## config.mk

```make
export PLATFORM = sky130hd
export DESIGN_NAME = execute_stage
export DESIGN_NICKNAME = d
export VERILOG_FILES = /design/src/rtl/y86_pkg.sv /design/src/rtl/add64.sv /design/src/rtl/alu64.sv /design/src/rtl/execute_stage.sv
export SDC_FILE = /design/constraint.sdc
export NUM_CORES = 1
export LEC_CHECK = 0
export BUFFER_PORTS_ARGS = -buffer_cell sky130_fd_sc_hd__buf_2
export CAP_MARGIN = 40
export CORE_UTILIZATION = 39
export DETAILED_ROUTE_END_ITERATION = 12
export PLACE_DENSITY_LB_ADDON = 0.12
export SYNTH_ARGS = -nofsm -noshare
export SYNTH_HDL_FRONTEND = slang
export SYNTH_HIERARCHICAL = 1
export SYNTH_SLANG_ARGS = --single-unit
```

## constraint.sdc

```tcl
create_clock -name clk -period 7.1 [get_ports clk]
set_clock_uncertainty 0.1 [all_clocks]
set_input_delay 0 -clock clk [delete_from_list [all_inputs] [get_ports clk]]
set_output_delay 0 -clock clk [all_outputs]
set_load 0.01 [all_outputs]
```

## src/rtl/y86_pkg.sv

```systemverilog
// Y86-64 execute-stage shared definitions.
// Icode, ALU function, condition and CC-bit constants plus the Cnd helper.
package y86_pkg;

  localparam logic [3:0] I_HALT   = 4'h0;
  localparam logic [3:0] I_NOP    = 4'h1;
  localparam logic [3:0] I_RRMOVQ = 4'h2;
  localparam logic [3:0] I_IRMOVQ = 4'h3;
  localparam logic [3:0] I_RMMOVQ = 4'h4;
  localparam logic [3:0] I_MRMOVQ = 4'h5;
  localparam logic [3:0] I_OPQ    = 4'h6;
  localparam logic [3:0] I_JXX    = 4'h7;
  localparam logic [3:0] I_CALL   = 4'h8;
  localparam logic [3:0] I_RET    = 4'h9;
  localparam logic [3:0] I_PUSHQ  = 4'hA;
  localparam logic [3:0] I_POPQ   = 4'hB;

  localparam logic [3:0] ALU_ADD = 4'h0;
  localparam logic [3:0] ALU_SUB = 4'h1;
  localparam logic [3:0] ALU_AND = 4'h2;
  localparam logic [3:0] ALU_XOR = 4'h3;

  localparam logic [3:0] C_ALWAYS = 4'h0;
  localparam logic [3:0] C_LE     = 4'h1;
  localparam logic [3:0] C_L      = 4'h2;
  localparam logic [3:0] C_E      = 4'h3;
  localparam logic [3:0] C_NE     = 4'h4;
  localparam logic [3:0] C_GE     = 4'h5;
  localparam logic [3:0] C_G      = 4'h6;

  localparam logic [3:0] R_NONE = 4'hF;

  localparam int CC_ZF = 2;
  localparam int CC_SF = 1;
  localparam int CC_OF = 0;

  function automatic logic cond_eval(
    input logic [3:0] fn,
    input logic [2:0] f
  );
    logic z;
    logic lt;
    z  = f[CC_ZF];
    lt = f[CC_SF] ^ f[CC_OF];
    case (fn)
      C_ALWAYS: return 1'b1;
      C_LE:     return lt | z;
      C_L:      return lt;
      C_E:      return z;
      C_NE:     return !z;
      C_GE:     return !lt;
      C_G:      return !lt & !z;
      default:  return 1'b0;
    endcase
  endfunction

endpackage

```

## src/rtl/add64.sv

```systemverilog
// Carry-in ripple-free adder shared by ADD and SUB paths.
// Ports: a, b, cin -> sum (modulo 2^WIDTH).
module add64 #(
  parameter int WIDTH = 64
) (
  input  logic [WIDTH-1:0] a,
  input  logic [WIDTH-1:0] b,
  input  logic             cin,
  output logic [WIDTH-1:0] sum
);

  assign sum = a + b + {{(WIDTH-1){1'b0}}, cin};

endmodule

```

## src/rtl/alu64.sv

```systemverilog
// Combinational Y86 ALU: add/sub/and/xor with ZF/SF/OF flags.
// Ports: alu_a, alu_b, alufun -> result, zf, sf, of.
module alu64
  import y86_pkg::*;
#(
  parameter int WIDTH = 64
) (
  input  logic [WIDTH-1:0] alu_a,
  input  logic [WIDTH-1:0] alu_b,
  input  logic [3:0]       alufun,
  output logic [WIDTH-1:0] result,
  output logic             zf,
  output logic             sf,
  output logic             of
);

  logic             sub;
  logic [WIDTH-1:0] addend;
  logic [WIDTH-1:0] sum;
  logic             sa;
  logic             sb;
  logic             sr;

  // SUB reuses the adder as B + ~A + 1
  assign sub    = (alufun == ALU_SUB);
  assign addend = sub ? ~alu_a : alu_a;

  add64 #(.WIDTH(WIDTH)) u_add (
    .a   (alu_b),
    .b   (addend),
    .cin (sub),
    .sum (sum)
  );

  assign sa = alu_a[WIDTH-1];
  assign sb = alu_b[WIDTH-1];
  assign sr = sum[WIDTH-1];

  always_comb begin
    result = sum;
    of     = 1'b0;
    case (alufun)
      ALU_ADD: of = (sa == sb) && (sr != sa);
      ALU_SUB: of = (sb != sa) && (sr != sb);
      ALU_AND: result = alu_b & alu_a;
      ALU_XOR: result = alu_b ^ alu_a;
      default: result = sum;
    endcase
  end

  assign zf = (result == '0);
  assign sf = result[WIDTH-1];

endmodule

```

## src/rtl/execute_stage.sv

```systemverilog
// Y86-64 execute stage: operand select, ALU, CC register, Cnd, output buffer.
// Ports: in_* valid/ready from decode, out_* valid/ready to memory, cc flags.
module execute_stage
  import y86_pkg::*;
#(
  parameter int WIDTH       = 64,
  parameter int STACK_DELTA = 8
) (
  input  logic             clk,
  input  logic             rst,
  input  logic             in_valid,
  output logic             in_ready,
  input  logic [3:0]       in_icode,
  input  logic [3:0]       in_ifun,
  input  logic [WIDTH-1:0] in_valA,
  input  logic [WIDTH-1:0] in_valB,
  input  logic [WIDTH-1:0] in_valC,
  input  logic [3:0]       in_dstE,
  output logic             out_valid,
  input  logic             out_ready,
  output logic [3:0]       out_icode,
  output logic [3:0]       out_ifun,
  output logic [WIDTH-1:0] out_valE,
  output logic [WIDTH-1:0] out_valA,
  output logic [3:0]       out_dstE,
  output logic             out_cnd,
  output logic             out_err,
  output logic [2:0]       cc
);

  localparam logic [WIDTH-1:0] DELTA = WIDTH'(STACK_DELTA);

  logic [WIDTH-1:0] alu_a;
  logic [WIDTH-1:0] alu_b;
  logic [WIDTH-1:0] alu_res;
  logic [3:0]       alufun;
  logic             zf;
  logic             sf;
  logic             of;
  logic             cnd;
  logic             err;
  logic             halted;
  logic             accept;
  logic             is_opq;
  logic             is_cond;

  assign is_opq  = (in_icode == I_OPQ);
  assign is_cond = (in_icode == I_RRMOVQ) || (in_icode == I_JXX);

  always_comb begin
    alu_a = '0;
    case (in_icode)
      I_RRMOVQ, I_OPQ:            alu_a = in_valA;
      I_IRMOVQ, I_RMMOVQ, I_MRMOVQ: alu_a = in_valC;
      I_CALL, I_PUSHQ:            alu_a = -DELTA;
      I_RET, I_POPQ:              alu_a = DELTA;
      default:                    alu_a = '0;
    endcase
  end

  always_comb begin
    alu_b = '0;
    case (in_icode)
      I_RMMOVQ, I_MRMOVQ, I_OPQ,
      I_CALL, I_RET, I_PUSHQ, I_POPQ: alu_b = in_valB;
      default:                        alu_b = '0;
    endcase
  end

  assign alufun = is_opq ? in_ifun : ALU_ADD;

  alu64 #(.WIDTH(WIDTH)) u_alu (
    .alu_a  (alu_a),
    .alu_b  (alu_b),
    .alufun (alufun),
    .result (alu_res),
    .zf     (zf),
    .sf     (sf),
    .of     (of)
  );

  // Cnd sees the flags from before this instruction's own update
  assign cnd = is_cond ? cond_eval(in_ifun, cc) : 1'b1;

  assign err = (in_icode > I_POPQ)
             || (is_opq && (in_ifun > ALU_XOR))
             || (is_cond && (in_ifun > C_G));

  assign in_ready = !halted && (!out_valid || out_ready);
  assign accept   = in_valid && in_ready;

  always_ff @(posedge clk) begin
    if (rst) begin
      out_valid <= 1'b0;
      out_icode <= '0;
      out_ifun  <= '0;
      out_valE  <= '0;
      out_valA  <= '0;
      out_dstE  <= '0;
      out_cnd   <= 1'b0;
      out_err   <= 1'b0;
      cc        <= 3'b100;
      halted    <= 1'b0;
    end else if (accept) begin
      out_valid <= 1'b1;
      out_icode <= in_icode;
      out_ifun  <= in_ifun;
      out_valE  <= alu_res;
      out_valA  <= in_valA;
      out_dstE  <= (in_icode == I_RRMOVQ && !cnd) ? R_NONE : in_dstE;
      out_cnd   <= cnd;
      out_err   <= err;
      if (is_opq && !err)
        cc <= {zf, sf, of};
      if (in_icode == I_HALT || err)
        halted <= 1'b1;
    end else if (out_ready) begin
      out_valid <= 1'b0;
    end
  end

endmodule
```

## Word level (Yosys, flattened, before mapping)

Index checks and enable logic that the tools add are counted.

- Input bits: 208
- Output and inout port bits: 147
- Bits in registers: 147

- Reduce and logical (&&, ||, !) cells: 31
- Add/sub/neg operators: 2
- Bitwise logic cells: 6
- Muxes and demuxes: 11
- Eq/ne operators: 23
- Magnitude comparators: 3

Operator list:

| operator | count |
|---|---|
| one-hot mux 64 bit (4 select lines) | 1 |
| two-way mux 64 bit | 2 |
| one-hot mux 64 bit (2 select lines) | 1 |
| adder 64 x 1 -> 64 bit | 1 |
| adder 64 bit | 1 |
| AND 64 bit | 1 |
| logical NOT 64 bit | 1 |
| NOT 64 bit | 1 |
| bitwise XOR 64 bit | 1 |
| == test 4 x 3 -> 1 bit (second input constant) | 7 |
| == test 4 x 2 -> 1 bit (second input constant) | 6 |
| == test 4 bit (second input constant) | 4 |
| logical NOT 4 bit | 3 |
| == test 4 x 1 -> 1 bit (second input constant) | 2 |
| logical AND 1 bit | 8 |
| two-way mux 4 bit | 2 |
| one-hot mux 1 bit (7 select lines) | 1 |
| OR reduction 7 bit | 1 |
| logical NOT 1 bit | 6 |
| OR reduction 2 bit | 3 |
| logical OR 1 bit | 5 |
| > comparator 4 x 2 -> 1 bit (second input constant) | 1 |
| > comparator 4 x 3 -> 1 bit (second input constant) | 1 |
| > comparator 4 bit (second input constant) | 1 |
| other kinds (10) | 15 |

## Longest topological paths before layout

Gate-level depths: netlist (run 1).

- Depth in word-level cells: 10
- Mapped depth: 29
- Depth with buffers taken out: 24

## Cells and area by module

Netlist (run 1), hierarchy kept.

By module, submodules not included:

| module | sequential area each (um^2) | cells each | area an instance (um^2) | instances |
|---|---|---|---|---|
| execute_stage | 2,942.8 | 828 | 6,438.7 | 1 |
| add64 | 0.0 | 533 | 3,727.3 | 1 |
| alu64 | 0.0 | 435 | 3,544.6 | 1 |

## Worst setup path after synthesis (run 1)

OpenSTA, ideal clock, no wires.

- Path type: in2reg
- From: input in_icode[1]
- To: register cc[2]
- Arrival time: 5,220 ps
- Cell stages on the path: 27
- Setup slack: 1,661 ps
- Data required time: 6,880 ps
- Path buffers: 4
- Cell sequence: buf_2 > nor3b_2 > buf_2 > clkbuf_1 > and3_1 > nor4b_1 > buf_2 > xor2_1 > fa_1 > fa_1 > a211oi_1 > nor3_2 > o211ai_2 > o211ai_2 > a211oi_2 > o21ba_2 > o221a_4 > nor2_4 > a311oi_2 > o21bai_1 > xor2_1 > inv_1 > mux2_2 > nand4_1 > nor4_1 > and4_1 > a211o_1

RTL lines:

| what | RTL line | text |
|---|---|---|
| start: declaration | execute_stage.sv:13 | `input logic [3:0] in_icode,` |
| == test 4 x 3 -> 1 bit | execute_stage.sv:47 | `assign is_opq = (in_icode == I_OPQ);` |
| two-way mux 4 bit | execute_stage.sv:70 | `assign alufun = is_opq ? in_ifun : ALU_ADD;` |
| via alufun[1] | execute_stage.sv:36 | `logic [3:0] alufun;` |
| == test 4 x 1 -> 1 bit | alu64.sv:25 | `assign sub = (alufun == ALU_SUB);` |
| two-way mux 64 bit | alu64.sv:26 | `assign addend = sub ? ~alu_a : alu_a;` |
| via u_alu.addend[0] | alu64.sv:18 | `logic [WIDTH-1:0] addend;` |
| adder 64 bit | add64.sv:12 | `assign sum = a + b + {{(WIDTH-1){1'b0}}, cin};` |
| adder 64 x 1 -> 64 bit | add64.sv:12 |  |
| via u_alu.sum[58] | alu64.sv:19 | `logic [WIDTH-1:0] sum;` |
| one-hot mux 64 bit (2 select lines) | alu64.sv:42 | `case (alufun)` |
| logical NOT 64 bit | alu64.sv:51 | `assign zf = (result == '0);` |
| via zf | execute_stage.sv:37 | `logic zf;` |
| end signal: assignment | execute_stage.sv:114 | `cc <= {zf, sf, of};` |
| end: declaration | execute_stage.sv:28 | `output logic [2:0] cc` |

The timed path passes the listed nets, and every way through them passes these cells.
A chain may end at the register's enable or synchronous reset.

## Worst setup path after layout (run 1)

- From: input in_icode[2]
- To: register cc[2]

- Longest elaborated chain between the ends: 9

RTL lines:

| what | RTL line | text |
|---|---|---|
| == test 4 x 3 -> 1 bit, or another cell as far along | execute_stage.sv:52 | `case (in_icode)` |
| OR reduction 3 bit / OR reduction 2 bit (equally long branches) | execute_stage.sv:52 |  |
| one-hot mux 64 bit (4 select lines) (*) | execute_stage.sv:52 |  |
| via alu_a[0] | execute_stage.sv:33 | `logic [WIDTH-1:0] alu_a;` |
| NOT 64 bit | alu64.sv:26 |  |
| two-way mux 64 bit (*) | alu64.sv:26 |  |
| via u_alu.addend[0] | alu64.sv:18 |  |
| adder 64 bit (*) | add64.sv:12 |  |
| adder 64 x 1 -> 64 bit (*) | add64.sv:12 |  |
| via u_alu.sum[62] | alu64.sv:19 |  |
| one-hot mux 64 bit (2 select lines) (*) | alu64.sv:42 |  |
| logical NOT 64 bit (*) | alu64.sv:51 |  |
| via zf | execute_stage.sv:37 |  |

Mark *: on every way through the listed nets, which the timed path passes. The rest lies on a longest branch.

==> results of run 1 <==
[routing by layer]
metal  up-vias  part of all wire, %  global-route usage [%]  routed length, um
li1       6905                    -                       -                  -
met1      6426                   47                    35.1              22300
met2       405                   44                    40.8              20900
met3        62                  7.0                    7.08               3340
met4         8                  2.3                    8.19               1090
met5         -                 0.11                       0                 52
[synthesized netlist by cell type, drive strengths merged (3+ instances only)]
cell	instances
nand2	331
a21oi	223
dfxtp	147
inv	146
ha	126
xor2	91
nor2b	71
mux2i	68
clkbuf	65
mux2	65
a221o	61
buf	58
nor2	49
o21ai	46
xnor2	39
nand4	38
a21o	30
o21bai	14
a31oi	13
nor3	13
a211oi	9
nor4	9
nand2b	8
nand3	8
o21a	5
and3	4
nor3b	4
o211ai	4
o31ai	4
a21boi	3
a22o	3
clkdlybuf4s15	3
[flip-flops by register name (all words and copies together), names as in the netlist, 3 cells and up]
name / cells
out_icode: 4
out_ifun: 4
out_dstE: 4
cc: 3
out_valA: 64
out_valE: 64
[worst min path at each step]
stage | startpoint | to
global placement | in_valA[41] | out_valA[41]
detailed placement | in_valA[51] | out_valA[51]
CTS | rst | out_valE[2]
finish | rst | out_valA[17]
global route | rst | out_valA[17]
floorplan | in_ifun[0] | out_ifun[0]
[logic make-up after synthesis]
logic type	share of synthesized area (%)
simple gates	18.4
compound gates	20.8
buf+inv	8.86
flops	21.5
mux	10.3
xor+xnor	8.30
fa+ha+maj	11.8
[cell type report]
type,count,share of cell area (%)
multi-input cells,1376,56.3
clock buffers,17,2.49
inverters,146,3.21
well taps,455,3.33
clock inverters,15,1.06
flip-flops and latches,147,17.2
repair buffers,454,16.4
[metrics by stage]
step	cell area (um2)	total power [mW]	hold slack [ns]	setup slack, ns
6_report	17100	3.05	0.00762	0.617
2_1_floorplan	13700	1.73	0.0360	1.66
3_5_place_dp	15700	2.08	0.159	0.719
4_1_cts	17100	3.08	0.000417	0.626
3_3_place_gp	15600	2.08	0.154	0.835
5_1_grt	17100	3.24	0.0448	0.118
[report_power, final]
part | leakage [nW] | internal, mW | switching, mW
clock network | 0.296 | 0.477 | 0.465
registers | 1.21 | 0.893 | 0.0314
logic | 6.84 | 0.484 | 0.701
[timing repair]
action,CTS,global route
endpoints found under the setup margin,0,0
hold buffers,79,0
hold endpoints to repair,79,0
==> impl_metrics.csv, run 1 <==
group,metric,value,unit
run_status,status,"completed",
power_and_ir_drop,p_leak,8.34,nW
floorplan,die_width,190,um
sta,fmax,154,MHz
final_layout,area_growth,24.5,%
cts,cts_sinks,147,
cts,cts_root_buf,"clkbuf_16",
hold_path,holdPathStages,2,
setup_path,path_delay_family,"compound AO/OA/AOI/OAI gates",
detailed_routing,wl_per_cell,18.2,um
sta,tns,0,ns
synthesis,synth.top_cells.by_area,"dfxtp_1 21%, ha_1 11%, nand2_1 9.1%",
final_layout,final_core_util,49.4,%
power_and_ir_drop,cellPowerDensity,179,nW/um2
setup_path,cp_max_fo,16,
hold_path,hp-class,"in2reg",
final_layout,antenna_cells,0,
detailed_routing,route.detailed.drc,0,
synthesis,synth_ff_type,"dfxtp_1",
placement,io_buffers,354,
floorplan,rows,68,
synthesis,synthesis.nets,2132,
synthesis,async_flop_share,0,%
final_layout,ff_latch_area,2940,um2
flow_run,maxCapViolCount,0,
synthesis,synth_area,13700,um2
final_layout,final_cells,2610,
floorplan,initial_core_util,39.7,%
synthesis,synth_edf_count,0,
final_layout,layout-drive-gt1-share,23.1,%
power_and_ir_drop,ir_drop,0.000189,V
setup_path,path_class,"in2reg",
detailed_routing,routed_via_density,5.29,
cts,cts_max_level,4,
floorplan,io_pins,355,
sta,setup_viol,0,
setup_path,start_kind,"input port",
synthesis,yosysWarnings,6,
setup_path,worst-path-buf-inv,4,
setup_path,critPathLaunch,"in_icode[2]",
cts,cts.repair.resized,0,
grt,grt_pass1_vias,13582,
setup_path,critPathMaxStageDelay,0.53,ns
sta,hold_viol,0,
cts,clockBufferDepth,2,
setup_path,cp_num_cells,26,
grt,grt_use_total,26.3,%
cts,cts_setup_buffers,0,
sta,finalCritPeriodShare,91.3,%
grt,antenna_found_initial,4,
final_layout,layout_common_cells,"353 x buf_2, 331 x nand2_1, 222 x a21oi_1",
sta,rsz0062_at_grt,"no",
setup_path,r2r_end,"out_valA[39]",
final_layout,multiInputGateArea,9610,um2
synthesis,ys_types,81,
placement,placed_cells,2499,
sta,min_period,6.48,ns
detailed_routing,dr.pass1.iters,5,
setup_path,slowest_stage,"dlygate4sd3_1",
cts,cts.clk_slew.worst_paths,0.08,ns
synthesis,ys_ff_latch,147,
setup_path,crit_arrival,6.80,ns
placement,dpl.hpwl,36300,um
floorplan,die-height,190,um
sta,worstMarginPinSlew,0.846,ns
cts,cts_buffers,17,
synthesis,synth_top_area_share,21.5,%
detailed_routing,vias,13806,
grt,overflow,0,
setup_path,crit_end,"cc[2]",
grt,grt_pass1_wl,74500,um
grt,grt_max_degree,74,
synthesis,yosys.area.top_type,"dfxtp_1",
detailed_routing,drt_iter0_drc,804,
floorplan,core,34500,um2
floorplan,dieArea,35900,um2
final_layout,final_common_cell,"buf_2",
cts,worstSkewPairLatency,0.46,ns
detailed_routing,drt_wl_total,47600,um
final_layout,nNetsFinal,2478,
synthesis,synth_cells,1796,
setup_path,end_kind,"flip-flop",
setup_path,critical_path_required,7.41,ns
setup_path,reg2reg_depth,6,
setup_path,rr_startpoint,"out_valid",
synthesis,yosysSeqAreaShare,21.5,%
final_layout,num-fill-cells,3560,
synthesis,syn_avg_cell_area,7.63,um2
detailed_routing,ant_nets,0,
sta,slew_headroom,43.6,%
setup_path,r2r_slack,4.17,ns
sta,finalMaxSlewViolations,0,
cts,cts_tree,"built",
placement,gp_congestion,0.899,
Power figures use the tool's default switching activity.
==> run 2: changes to the inputs <==
--- a/config.mk
+++ b/config.mk
@@ -7,9 +7,10 @@
 export LEC_CHECK = 0
 export BUFFER_PORTS_ARGS = -buffer_cell sky130_fd_sc_hd__buf_2
 export CAP_MARGIN = 40
-export CORE_UTILIZATION = 39
+export CORE_UTILIZATION = 44
 export DETAILED_ROUTE_END_ITERATION = 12
 export PLACE_DENSITY_LB_ADDON = 0.12
+export SETUP_SLACK_MARGIN = 0.02
 export SYNTH_ARGS = -nofsm -noshare
 export SYNTH_HDL_FRONTEND = slang
 export SYNTH_HIERARCHICAL = 1
==> run 2 against run 1 <==
  * Non-clock buffer count up 22
  * Register-to-register slack better by 0.25 ns
  * Global-route usage up 3.4 points
  * Cell count down 1.3%
  * Fmax up 3.9%
  * Critical path type unchanged
==> impl_metrics.csv, run 2 (same netlist as run 1, synthesis figures left out) <==
group,metric,value,unit
final_layout,layout-drive-gt1-share,23.1,%
cts,cts.clk_slew.worst_paths,0.08,ns
detailed_routing,ant_nets,0,
final_layout,reg_top3,"out_valA x64, out_valE x64",
hold_path,min-delay-start,"in_valid",
setup_path,critPathMaxStageDelay,0.54,ns
cts,cts_sinks,147,
detailed_routing,wl_per_cell,18.5,um
detailed_routing,routed_via_density,5.45,
grt,grt_pass1_wl,74100,um
floorplan,rows,64,
detailed_routing,dr.pass1.iters,5,
final_layout,layout_common_cells,"353 x buf_2, 331 x nand2_1, 222 x a21oi_1",
placement,dpl.hpwl,36300,um
power_and_ir_drop,ir_drop,0.000172,V
floorplan,core,30600,um2
setup_path,path_class,"in2reg",
detailed_routing,vias,14031,
final_layout,nNetsFinal,2500,
setup_path,cp_max_fo,30,
cts,cts_root_buf,"clkbuf_16",
sta,finalMaxSlewViolations,0,
cts,cts_max_level,4,
setup_path,start_kind,"input port",
placement,placed_cells,2444,
final_layout,final_common_cell,"buf_2",
grt,antenna_found_initial,3,
setup_path,crit_arrival,6.56,ns
floorplan,dieArea,31900,um2
final_layout,final_core_util,56.4,%
sta,fmax,160,MHz
sta,hold_viol,0,
setup_path,rr_startpoint,"out_valid",
sta,min_period,6.24,ns
grt,grt_use_total,29.7,%
hold_path,hp-class,"in2reg",
cts,worstSkewPairLatency,0.47,ns
setup_path,r2r_slack,4.42,ns
placement,io_buffers,354,
detailed_routing,drt_iter0_drc,852,
sta,slew_headroom,48.0,%
cts,cts_setup_buffers,0,
cts,cts.repair.resized,0,
cts,cts_tree,"built",
sta,setup_viol,0,
final_layout,area_growth,25.9,%
cts,cts_buffers,17,
floorplan,die_width,179,um
floorplan,io_pins,355,
grt,overflow,0,
setup_path,critical_path_required,7.42,ns
setup_path,slowest_stage,"dlygate4sd3_1",
final_layout,final_cells,2575,
cts,clockBufferDepth,2,
detailed_routing,drt_wl_total,47600,um
floorplan,die-height,179,um
detailed_routing,route.detailed.drc,0,
cts,postCtsHoldBufs,97,
sta,worstMarginPinSlew,0.780,ns
sta,finalCritPeriodShare,87.9,%
grt,grt_pass1_vias,13618,
placement,gp_congestion,0.928,
sta,tns,0,ns
power_and_ir_drop,p_leak,8.49,nW
setup_path,critPathLaunch,"in_icode[2]",
setup_path,end_kind,"flip-flop",
run_status,status,"completed",
grt,grt_max_degree,67,
flow_run,maxCapViolCount,0,
power_and_ir_drop,cellPowerDensity,179,nW/um2
sta,rsz0062_at_grt,"no",
floorplan,initial_core_util,44.8,%
-- run 2: cell type report --
cell class                      instances  area [um2]
Sequential cell                       147        2940
Clock buffer                           17         425
Tap cell                              396         495
Fill cell                            2933       13300
Multi-Input combinational cell       1376        9610
Inverter                              146         548
Timing Repair Buffer                  476        3040
Clock inverter                         15         184
Antenna cell                            2        5.00
-- run 2: power breakdown --
group          switching, mW  leakage, nW  internal (mW)
Sequential            0.0317         1.21          0.893
Combinational          0.703         6.99          0.496
Clock                  0.431        0.296          0.535
-- run 2: path summary, 6_finish.rpt --
path / end / depth (start not counted)
worst max-delay path: cc[2] / 27
worst min-delay path: out_valA[39] / 4
worst min register to register: out_ifun[0] / 2
worst max register to register: out_valA[48] / 6
-- run 2: per-layer routing --
metal / routed length, um / vias to the layer above / share of wire (%) / track usage [%]
li1: - / 6937 / - / -
met1: 21800 / 6613 / 46 / 39.3
met2: 22300 / 434 / 47 / 48.9
met3: 2900 / 45 / 6.1 / 5.90
met4: 613 / 2 / 1.3 / 7.80
met5: 10 / - / 0.021 / 0
-- run 2: per-stage QoR --
| step | hold WS, ns | setup WS [ns] | total power [mW] | area (um2) |
|---|---|---|---|---|
| after floorplan | 0.0360 | 1.66 | 1.73 | 13700 |
| after global placement | 0.152 | 1.09 | 2.07 | 15500 |
| after detailed placement | 0.160 | 0.986 | 2.08 | 15700 |
| after CTS | 0.0619 | 0.911 | 3.10 | 17300 |
| after global routing | 0.101 | 0.430 | 3.27 | 17300 |
| final | 0.0804 | 0.860 | 3.09 | 17300 |
-- run 2: worst max-delay path: cells and delay by family --
kind | cells | cell delay (ns)
compound gates | 10 | 2.44
xor+xnor | 1 | 0.10
fa+ha+maj | 2 | 0.91
buf+inv | 5 | 1.34
mux | 2 | 0.53
simple gates | 7 | 1.22
